**src/rtl/player_link_pkg.sv**
```systemverilog
// Shared definitions for the two-board player link (rx today, tx later).
// Holds the frame constants, the decoded player state record, the receive
// FSM state type and the payload pack/unpack helpers so both ends agree on
// field positions.
//
// Payload vector convention: {B1, B2, B3, B4, B5, B6}, B1 in bits [47:40].
package player_link_pkg;

   localparam logic [7:0] SYNC_BYTE = 8'hA5;
   localparam int         FRAME_LEN = 8;

   typedef struct packed {
      logic [11:0] x;
      logic [11:0] y;
      logic [3:0]  hp;
      logic [3:0]  aggro;
      logic        flip_h;
      logic [1:0]  pclass;
      logic        game_start;
      logic [6:0]  boss_hp;
   } player_state_t;

   typedef enum logic {
      HUNT    = 1'b0,
      PAYLOAD = 1'b1
   } rx_state_t;

   // B5[3:0] and B6[7] are reserved zero bits; they are not part of the
   // decoded state and are checked by the receiver before accepting.
   function automatic player_state_t unpack_payload(input logic [47:0] p);
      player_state_t s;
      s.x          = {p[47:40], p[39:36]};
      s.y          = {p[35:32], p[31:24]};
      s.hp         = p[23:20];
      s.aggro      = p[19:16];
      s.flip_h     = p[15];
      s.pclass     = p[14:13];
      s.game_start = p[12];
      s.boss_hp    = p[6:0];
      return s;
   endfunction

   function automatic logic [47:0] pack_payload(input player_state_t s);
      return {s.x, s.y, s.hp, s.aggro, s.flip_h, s.pclass, s.game_start,
              4'b0000, 1'b0, s.boss_hp};
   endfunction

endpackage

```
**src/rtl/player_link_rx.sv**
```systemverilog
// Receive-side frame decoder for the two-board link.
// Parses fixed 8-byte frames (sync, 6 payload bytes, XOR checksum) from the
// UART byte stream and presents the peer's state as registered outputs that
// only ever change atomically on an accepted frame.
//
// Ports:
//   clk                 system/pixel clock
//   rst                 asynchronous active-low reset
//   rx_data, rx_valid   received byte and its one-cycle strobe
//   player_2_*          peer position/hp/aggro/flip/class
//   player2_game_start  peer game-start flag
//   boss_out_hp         boss hp reported by the peer
//   player_2_data_valid link alive (a good frame within TIMEOUT_CYCLES)
//   frame_strobe        one-cycle pulse per accepted frame
//   err_cnt             saturating count of rejected/abandoned frames
//
// state   | meaning
// HUNT    | discarding bytes until the sync byte
// PAYLOAD | collecting B1..B7, idx_q is the index of the next byte
module player_link_rx
   import player_link_pkg::*;
#(
   parameter int TIMEOUT_CYCLES = 6_500_000,
   parameter int GAP_CYCLES     = 65_000
) (
   input  logic        clk,
   input  logic        rst,
   input  logic [7:0]  rx_data,
   input  logic        rx_valid,
   output logic [11:0] player_2_x,
   output logic [11:0] player_2_y,
   output logic [3:0]  player_2_hp,
   output logic [3:0]  player_2_aggro,
   output logic        player_2_flip_h,
   output logic [1:0]  player_2_class,
   output logic        player2_game_start,
   output logic [6:0]  boss_out_hp,
   output logic        player_2_data_valid,
   output logic        frame_strobe,
   output logic [7:0]  err_cnt
);

   localparam int LINK_W = $clog2(TIMEOUT_CYCLES) + 1;
   localparam int GAP_W  = $clog2(GAP_CYCLES) + 1;

   localparam logic [LINK_W-1:0] LINK_TC  = LINK_W'(TIMEOUT_CYCLES);
   localparam logic [LINK_W-1:0] LINK_ONE = LINK_W'(1);
   // Abort on the idle cycle that brings the idle count up to GAP_CYCLES.
   localparam logic [GAP_W-1:0]  GAP_LAST = GAP_W'(GAP_CYCLES - 1);
   localparam logic [GAP_W-1:0]  GAP_ONE  = GAP_W'(1);

   rx_state_t         st_q, st_d;
   logic [2:0]        idx_q, idx_d;
   logic [7:0]        csum_q, csum_d;
   logic [6:1][7:0]   shadow_q, shadow_d;
   logic [GAP_W-1:0]  gap_q, gap_d;
   logic [LINK_W-1:0] link_q, link_d;
   player_state_t     out_q, out_d;
   logic              valid_q, valid_d;
   logic              strobe_q, strobe_d;
   logic [7:0]        err_q, err_d;
   logic              accept, reject;

   always_comb begin
      st_d     = st_q;
      idx_d    = idx_q;
      csum_d   = csum_q;
      shadow_d = shadow_q;
      gap_d    = gap_q;
      accept   = 1'b0;
      reject   = 1'b0;

      case (st_q)
         HUNT: begin
            idx_d  = 3'd1;
            csum_d = 8'h00;
            gap_d  = '0;
            if (rx_valid && (rx_data == SYNC_BYTE)) begin
               st_d = PAYLOAD;
            end
         end
         PAYLOAD: begin
            if (rx_valid) begin
               // A byte in the expiry cycle still counts; no abort.
               gap_d = '0;
               if (idx_q == 3'd7) begin
                  st_d = HUNT;
                  if ((csum_q == rx_data) && (shadow_q[5][3:0] == 4'h0) &&
                      !shadow_q[6][7]) begin
                     accept = 1'b1;
                  end else begin
                     reject = 1'b1;
                  end
               end else begin
                  shadow_d[idx_q] = rx_data;
                  csum_d          = csum_q ^ rx_data;
                  idx_d           = idx_q + 3'd1;
               end
            end else if (gap_q == GAP_LAST) begin
               st_d   = HUNT;
               reject = 1'b1;
            end else begin
               gap_d = gap_q + GAP_ONE;
            end
         end
         default: st_d = HUNT;
      endcase
   end

   always_comb begin
      out_d    = out_q;
      valid_d  = valid_q;
      strobe_d = accept;
      err_d    = err_q;
      link_d   = link_q;

      if (accept) begin
         out_d  = unpack_payload({shadow_q[1], shadow_q[2], shadow_q[3],
                                  shadow_q[4], shadow_q[5], shadow_q[6]});
         link_d = '0;
      end else if (link_q != LINK_TC) begin
         link_d = link_q + LINK_ONE;
      end

      // Accept wins over a coincident timeout because link_d is 0 then.
      if (accept) begin
         valid_d = 1'b1;
      end else if (link_d == LINK_TC) begin
         valid_d = 1'b0;
      end

      if (reject && (err_q != 8'hFF)) begin
         err_d = err_q + 8'd1;
      end
   end

   always_ff @(posedge clk or negedge rst) begin
      if (!rst) begin
         st_q     <= HUNT;
         idx_q    <= 3'd1;
         csum_q   <= 8'h00;
         shadow_q <= '0;
         gap_q    <= '0;
         link_q   <= '0;
         out_q    <= '0;
         valid_q  <= 1'b0;
         strobe_q <= 1'b0;
         err_q    <= 8'h00;
      end else begin
         st_q     <= st_d;
         idx_q    <= idx_d;
         csum_q   <= csum_d;
         shadow_q <= shadow_d;
         gap_q    <= gap_d;
         link_q   <= link_d;
         out_q    <= out_d;
         valid_q  <= valid_d;
         strobe_q <= strobe_d;
         err_q    <= err_d;
      end
   end

   assign player_2_x          = out_q.x;
   assign player_2_y          = out_q.y;
   assign player_2_hp         = out_q.hp;
   assign player_2_aggro      = out_q.aggro;
   assign player_2_flip_h     = out_q.flip_h;
   assign player_2_class      = out_q.pclass;
   assign player2_game_start  = out_q.game_start;
   assign boss_out_hp         = out_q.boss_hp;
   assign player_2_data_valid = valid_q;
   assign frame_strobe        = strobe_q;
   assign err_cnt             = err_q;

endmodule
```
**config.mk**
```make
export PLATFORM = sky130hd
export DESIGN_NAME = player_link_rx
export DESIGN_NICKNAME = d
export VERILOG_FILES = /design/src/rtl/player_link_pkg.sv /design/src/rtl/player_link_rx.sv
export SDC_FILE = /design/constraint.sdc
export NUM_CORES = 1
export LEC_CHECK = 0
export ABC_CLOCK_PERIOD_IN_PS = 2600
export CORE_ASPECT_RATIO = 1.75
export CORE_MARGIN = 5
export CORE_UTILIZATION = 30
export DETAILED_ROUTE_END_ITERATION = 6
export HOLD_SLACK_MARGIN = 0.08
export PLACE_DENSITY = 0.57
export RECOVER_POWER = 50
export SYNTH_ARGS = -nofsm -noshare
export SYNTH_HDL_FRONTEND = slang
export SYNTH_SLANG_ARGS = --single-unit
```
**constraint.sdc**
```tcl
create_clock -name clk -period 2.6 [get_ports clk]
set_input_delay 0.52 -clock clk [delete_from_list [all_inputs] [get_ports clk]]
set_output_delay 0.52 -clock clk [all_outputs]
set_load 0.02 [all_outputs]
```
Yosys cells after proc, flatten, opt, wreduce, memory -nomap -nowiden --
Index checks and enable logic that the tools add are counted.
Word-level totals: register bits after elaboration 154, bits of input ports 11, output and inout bits 53, word-level logic and storage cells 81
Cells by class: $add $sub $neg 4, $lt $le $gt $ge 2, equal/unequal tests 10, mux-type cells 30, bitwise gates (word level) 3, reductions and logical operators 10
Operators by type and width (number):
- 48-bit bitwise mux | 1
- 24-bit two-way mux | 2
- 17-bit two-way mux | 2
- 17-bit one-hot mux with 2 select lines | 1
- 24-bit by 1-bit adder with 24-bit output (second input constant) | 1
- 8-bit demux with 3-bit select | 1
- 24-bit by 23-bit == test with 1-bit output (second input constant) | 1
- 8-bit two-way mux | 3
- 24-bit by 23-bit != test with 1-bit output (second input constant) | 1
- 17-bit by 1-bit adder with 17-bit output (second input constant) | 1
- 17-bit by 16-bit == test with 1-bit output (second input constant) | 1
- 8-bit one-hot mux with 2 select lines | 1
- 1-bit two-way mux | 15
- 8-bit by 1-bit adder with 8-bit output (second input constant) | 1
- 8-bit == test | 1
- 8-bit == test (second input constant) | 1
- 8-bit != test (second input constant) | 1
- 8-bit bitwise XOR | 1
- 3-bit two-way mux | 2
- 3-bit one-hot mux with 2 select lines | 1
- 1-bit logical AND | 5
- 4-bit zero test | 1
- 3-bit by 4-bit less-than comparator with 1-bit output (second input constant) | 1
- 2-bit != test (second input constant) | 2
- 10 further kinds | 11

Depth between registers and ports, before layout --
depth after elaboration 11, depth in mapped cells 9, mapped depth without buffers 8

Worst setup path after synthesis --
Ideal clock, no wire load.
kind register to register, from register link_q[6], to register valid_q, in the netlist player_2_data_valid, setup time 0.133 ns, data arrival time 2.531 ns, required time 2.467 ns, slack -0.064 ns, stages on the path, launching flop included 9, buffers on the path 1, clock period less this slack 2.664 ns, path through dfrtp_1 buf_6 or4b_1 or4b_4 nor4_4 and3_1 o2111ai_1 a2111oi_1 a21oi_1
Between the ends: cells in the longest elaborated chain, start to end 5, elaborated cells on any way between the ends 6, classes of those cells add/sub (1); eq/ne (2); mux (2); reduce/logical (1)
Ends and longest elaborated chain:
- from (decl) | RTL line player_link_rx.sv:57 | logic [LINK_W-1:0] link_q, link_d;
- from (signal assigned) | RTL line player_link_rx.sv:155 | link_q <= link_d;
- 24-bit by 1-bit adder with 24-bit output / 24-bit by 23-bit != test with 1-bit output (equally long branches) | RTL line player_link_rx.sv:122, player_link_rx.sv:121
- 24-bit two-way mux * | RTL line player_link_rx.sv:121 | end else if (link_q != LINK_TC) begin
- 24-bit two-way mux * | RTL line player_link_rx.sv:117 | if (accept) begin
- 24-bit by 23-bit == test with 1-bit output * | RTL line player_link_rx.sv:128 | end else if (link_d == LINK_TC) begin
- 2-bit nonzero test (no line) *
- to (signal assigned) | RTL line player_link_rx.sv:157 | valid_q <= valid_d;
- to (decl) | RTL line player_link_rx.sv:59 | logic valid_q, valid_d;
Every way passes the cells marked *; elsewhere a longest branch is shown, timed or not. A chain may end at the register's enable or synchronous reset.

Worst setup path after layout --
from register gap_q[9], to register err_q[5], in the netlist err_cnt[5]
Between the ends: cells in the longest elaborated chain, start to end 5
Ends and longest elaborated chain:
- from (decl) | RTL line player_link_rx.sv:56 | logic [GAP_W-1:0] gap_q, gap_d;
- from (signal assigned) | RTL line player_link_rx.sv:154 | gap_q <= gap_d;
- 17-bit by 16-bit == test with 1-bit output | RTL line player_link_rx.sv:99 | end else if (gap_q == GAP_LAST) begin
- 1-bit two-way mux | RTL line player_link_rx.sv:99
- 1-bit two-way mux | RTL line player_link_rx.sv:83 | if (rx_valid) begin
- 1-bit two-way mux | RTL line player_link_rx.sv:73 | case (st_q)
- 1-bit logical AND | RTL line player_link_rx.sv:132 | if (reject && (err_q != 8'hFF)) begin
- to (signal assigned) | RTL line player_link_rx.sv:159 | err_q <= err_d;
- to (decl) | RTL line player_link_rx.sv:61 | logic [7:0] err_q, err_d;
No other way between the ends.

==> summary.log <==
INFO  outcome        run_status=completed
INFO  synthesis      seq_area_frac_synth=55.7%
INFO  synthesis      yosysUniqueCellTypes=52
INFO  routing        avgRoutedWirePerCell=16.3um
INFO  routing        dr.first_iter.drc_count=188
INFO  routing        drc=0
INFO  worst_setup_path critPathLaunchType=flip-flop
INFO  worst_setup_path cp_data_arrival_time=2810ps
INFO  power_and_ir_drop switchingPower=1.05mW
INFO  synthesis      ys_dominant_reg_cell=sky130_fd_sc_hd__dfrtp_1
INFO  global_route   grt_overflow_total=0
INFO  clock_network  clkLatencyLatePin=410ps
INFO  worst_setup_path setup.reg_to_reg.worst_slack=120ps
INFO  sta            worst_pin_slew=1280ps
INFO  worst_setup_path regToRegStartpoint=gap_q[9]
INFO  final_layout   final_net_count=698
INFO  power_and_ir_drop power_per_cell_area=580nW/um^2
INFO  clock_network  cts_buffers=17
INFO  worst_setup_path critical_path.max_stage_delay=560ps
INFO  sta            final-hold-violation-count=0
INFO  worst_hold_path holdCritStartpoint=shadow_q[23]
INFO  sta            fin_tns_setup=0ps
INFO  global_route   number_of_antenna_violations_at_the_first_check_in_global_routing=0
INFO  clock_network  h-tree-depth=4
INFO  global_route   number_of_global_route_vias_before_repair=5,123
INFO  global_route   grt_max_degree=50
INFO  sta            rsz0062_at_grt=no
INFO  worst_setup_path crit_start=gap_q[9]
INFO  sta            timing_max_transition_violations_final=0
INFO  floorplanning  die_area=26,300um^2
INFO  floorplanning  chipHeight=211um
INFO  worst_setup_path timing.critical_path.cells=or4_4, nor4_4, mux2i_2, or3_4, nor2_1, and3_1, xor2_1
INFO  routing        detailroute.via_count=4,632
INFO  clock_network  num_clock_sinks=154
INFO  power_and_ir_drop switching_share=20.2%
INFO  worst_setup_path cp_max_fo=6
INFO  synthesis      synth_edf_count=0
INFO  synthesis      synth_fp_nets=586
INFO  worst_setup_path r2r-end=err_cnt[5]
INFO  final_layout   final_cell_mix=sky130_fd_sc_hd__dfrtp_1, sky130_fd_sc_hd__mux2_2, sky130_fd_sc_hd__clkdlybuf4s50_1, sky130_fd_sc_hd__nor2_1, sky130_fd_sc_hd__buf_4
INFO  power_and_ir_drop power.sequential.fraction=47.1%
INFO  global_route   global_route_wire_length_before_repair=26.5mm
INFO  global_route   grt_usage=12.7%
INFO  sta            finalCriticalPeriod=2480ps
INFO  routing        detail_route.first_pass.iterations=4
INFO  synthesis      post_synthesis_area_per_instance=12.2um^2
INFO  final_layout   layout_commonest_cell=sky130_fd_sc_hd__dfrtp_1
INFO  power_and_ir_drop static-leakage-power=4.07nW
INFO  synthesis      yosys_warning_count=0
INFO  worst_setup_path cp.required=2930ps
INFO  final_layout   finish.utilization=39.3%
INFO  final_layout   insertedDiodeCount=0
INFO  clock_network  clock_tree_from_tritoncts=built
INFO  sta            fmax=403MHz
INFO  clock_network  cts_root_buf=sky130_fd_sc_hd__clkbuf_16
INFO  power_and_ir_drop power_report.internal_total=4.13mW
INFO  power_and_ir_drop power.ir.vdd_worst=0.390mV
INFO  synthesis      async_reset_ff_share=100%
INFO  clock_network  clk_path_buf_depth=2
INFO  synthesis      post_synth_instance_area=6920um^2
INFO  worst_hold_path worst_min_delay_path_category=flip-flop to flip-flop
INFO  final_layout   drive_gt1_share=28.2%
INFO  worst_setup_path worst_path_max_delay_cell=sky130_fd_sc_hd__or4_4
INFO  power_and_ir_drop comb_pwr_share=3.7%
INFO  clock_network  clock_transition_at_the_register_clock_pins_on_the_worst_setup_and_hold_paths_after_cts=60ps
INFO  final_layout   syn_to_final_growth=29.2%
INFO  worst_setup_path worst-setup-path-type=flip-flop to flip-flop
INFO  power_and_ir_drop clockPowerShare=49.1%
INFO  routing        detail-route-antenna-nets=0
INFO  synthesis      synth-seq-cells=154
INFO  worst_setup_path r2r.worst_path.cells=7
INFO  sta            finClkSkew=8.51ps
INFO  floorplanning  floorplan.rows=73
INFO  sta            timing.final.setup_violations=0
INFO  placed_design  portBuffers=63
INFO  worst_setup_path end_kind=flip-flop
INFO  sta            timing.max_slew.rel_slack=14.6%
INFO  routing        routed_wl=16.2mm
INFO  sta            fin_crit_sh=95.3%
INFO  flow_run       maxCapViolCount=0
INFO  floorplanning  die_w=125um
INFO  placed_design  place.detailed.hpwl=12.1mm
INFO  worst_setup_path endpoint=err_cnt[5]
INFO  routing        vias_per_instance=4.66
INFO  placed_design  place_congestion=0.804
INFO  floorplanning  fp.coreArea=22,700um^2
INFO  floorplanning  start_util=30.4%
INFO  floorplanning  io_pins=64
INFO  synthesis      post_synth_inst_count=569
cells by family (layout without fill, tap and decap cells):
family          count (synthesis)  count (layout)  share of synthesized area [%]
compound gates                 14              14                           1.39
xor+xnor                       66              66                           8.36
fa+ha+maj                       7               7                           1.23
buf+inv                        37             162                           2.53
flops                         154             154                           55.7
mux                            96              96                           15.6
simple gates                  195             195                           15.2
area by class of cell:
| class | instances | area (um^2) |
|---|---|---|
| fillers | 2164 | 13800 |
| flip-flops and latches | 154 | 3850 |
| multi-input cells | 378 | 2930 |
| repair buffers | 123 | 1130 |
| clock buffers | 25 | 505 |
| well taps | 300 | 375 |
| clock inverters | 7 | 113 |
| inverters | 7 | 26.3 |
power groups by stage:
stage / registers, mW / logic [mW] / clock network, mW
after floorplan: 2.48 / 0.0818 / 0
after global placement: 2.48 / 0.197 / 0
after detailed placement: 2.49 / 0.202 / 0
after CTS: 2.44 / 0.204 / 2.63
after global routing: 2.44 / 0.219 / 2.72
final: 2.44 / 0.194 / 2.55
routing by layer:
| metal | vias up | wire [um] | global-route usage (%) |
|---|---|---|---|
| met5 | - | 0 | 0 |
| met4 | 0 | 535 | 5.86 |
| met3 | 26 | 440 | 2.78 |
| met2 | 84 | 9070 | 24.2 |
| met1 | 2333 | 6180 | 13.0 |
| li1 | 2189 | - | - |
per-stage QoR:
stage	total power [mW]	cells	hold slack [ps]	worst slack, ps	area [um^2]
final	5.18	994	495	121	8930
after global routing	5.38	994	518	11.7	8930
after CTS	5.28	994	499	7.72	8920
after detailed placement	2.69	961	488	-283	8290
after global placement	2.68	961	486	-321	8290
after floorplan	2.56	569	224	12.1	6920
state kept, by name, indices dropped and copies added (netlist names), 7 cells and up:
register,flops
player_2_y,12
csum_q,8
boss_out_hp,7
link_q,24
shadow_q,48
gap_q,17
player_2_x,12
err_cnt,8
critical path, delay by kind of cell, from the launching register on:
family | cells | cell delay [ps]
and+or+nand+nor | 5 | 1700
muxes | 1 | 140
DFF | 1 | 420
xor gates and xnor gates | 1 | 150
worst min-delay path by stage:
stage,endpoint,slack (ps),depth (start not counted)
6_report,player_2_y[7],490,1
5_1_grt,shadow_q[32],520,1
4_1_cts,player_2_y[7],500,1
3_5_place_dp,boss_out_hp[5],490,1
3_3_place_gp,link_q[8],490,1
2_1_floorplan,boss_out_hp[0],220,0
repair_timing:
action                                  CTS  global route
pin swaps                                 0             1
gates resized for setup                   2             5
endpoints found under the setup margin    1             3
buffers inserted                          0             0
hold buffers                              1             0
hold endpoints to repair                 43             0
cell usage after synthesis (2+ instances only):
cell type                  number  area share [%]
sky130_fd_sc_hd__dfrtp_1      153              55
sky130_fd_sc_hd__mux2_2        92              15
sky130_fd_sc_hd__nor2_1        54             2.9
sky130_fd_sc_hd__xnor2_1       36             4.6
sky130_fd_sc_hd__nand2_1       30             1.6
sky130_fd_sc_hd__xor2_1        30             3.8
sky130_fd_sc_hd__nand3_1       23             1.7
sky130_fd_sc_hd__clkbuf_1      19             1.0
sky130_fd_sc_hd__nand4_1       18             1.6
sky130_fd_sc_hd__and2_1        10            0.90
sky130_fd_sc_hd__nor4_1        10            0.90
sky130_fd_sc_hd__and3_1         9            0.81
sky130_fd_sc_hd__nor3_1         9            0.65
sky130_fd_sc_hd__inv_1          7            0.38
sky130_fd_sc_hd__ha_1           6             1.1
sky130_fd_sc_hd__buf_2          5            0.36
sky130_fd_sc_hd__mux2i_1        4            0.58
sky130_fd_sc_hd__nand2b_1       4            0.36
sky130_fd_sc_hd__nand4b_1       4            0.51
sky130_fd_sc_hd__buf_6          3            0.49
sky130_fd_sc_hd__o21ai_0        3            0.22
sky130_fd_sc_hd__a21boi_0       2            0.22
sky130_fd_sc_hd__a21oi_1        2            0.14
sky130_fd_sc_hd__and3_2         2            0.22
sky130_fd_sc_hd__buf_4          2            0.22
sky130_fd_sc_hd__nand3b_1       2            0.22
sky130_fd_sc_hd__nor2b_1        2            0.18
sky130_fd_sc_hd__nor4_4         2            0.62
sky130_fd_sc_hd__or3_1          2            0.18
sky130_fd_sc_hd__or4_1          2            0.22
Power figures use the tool's default switching activity.
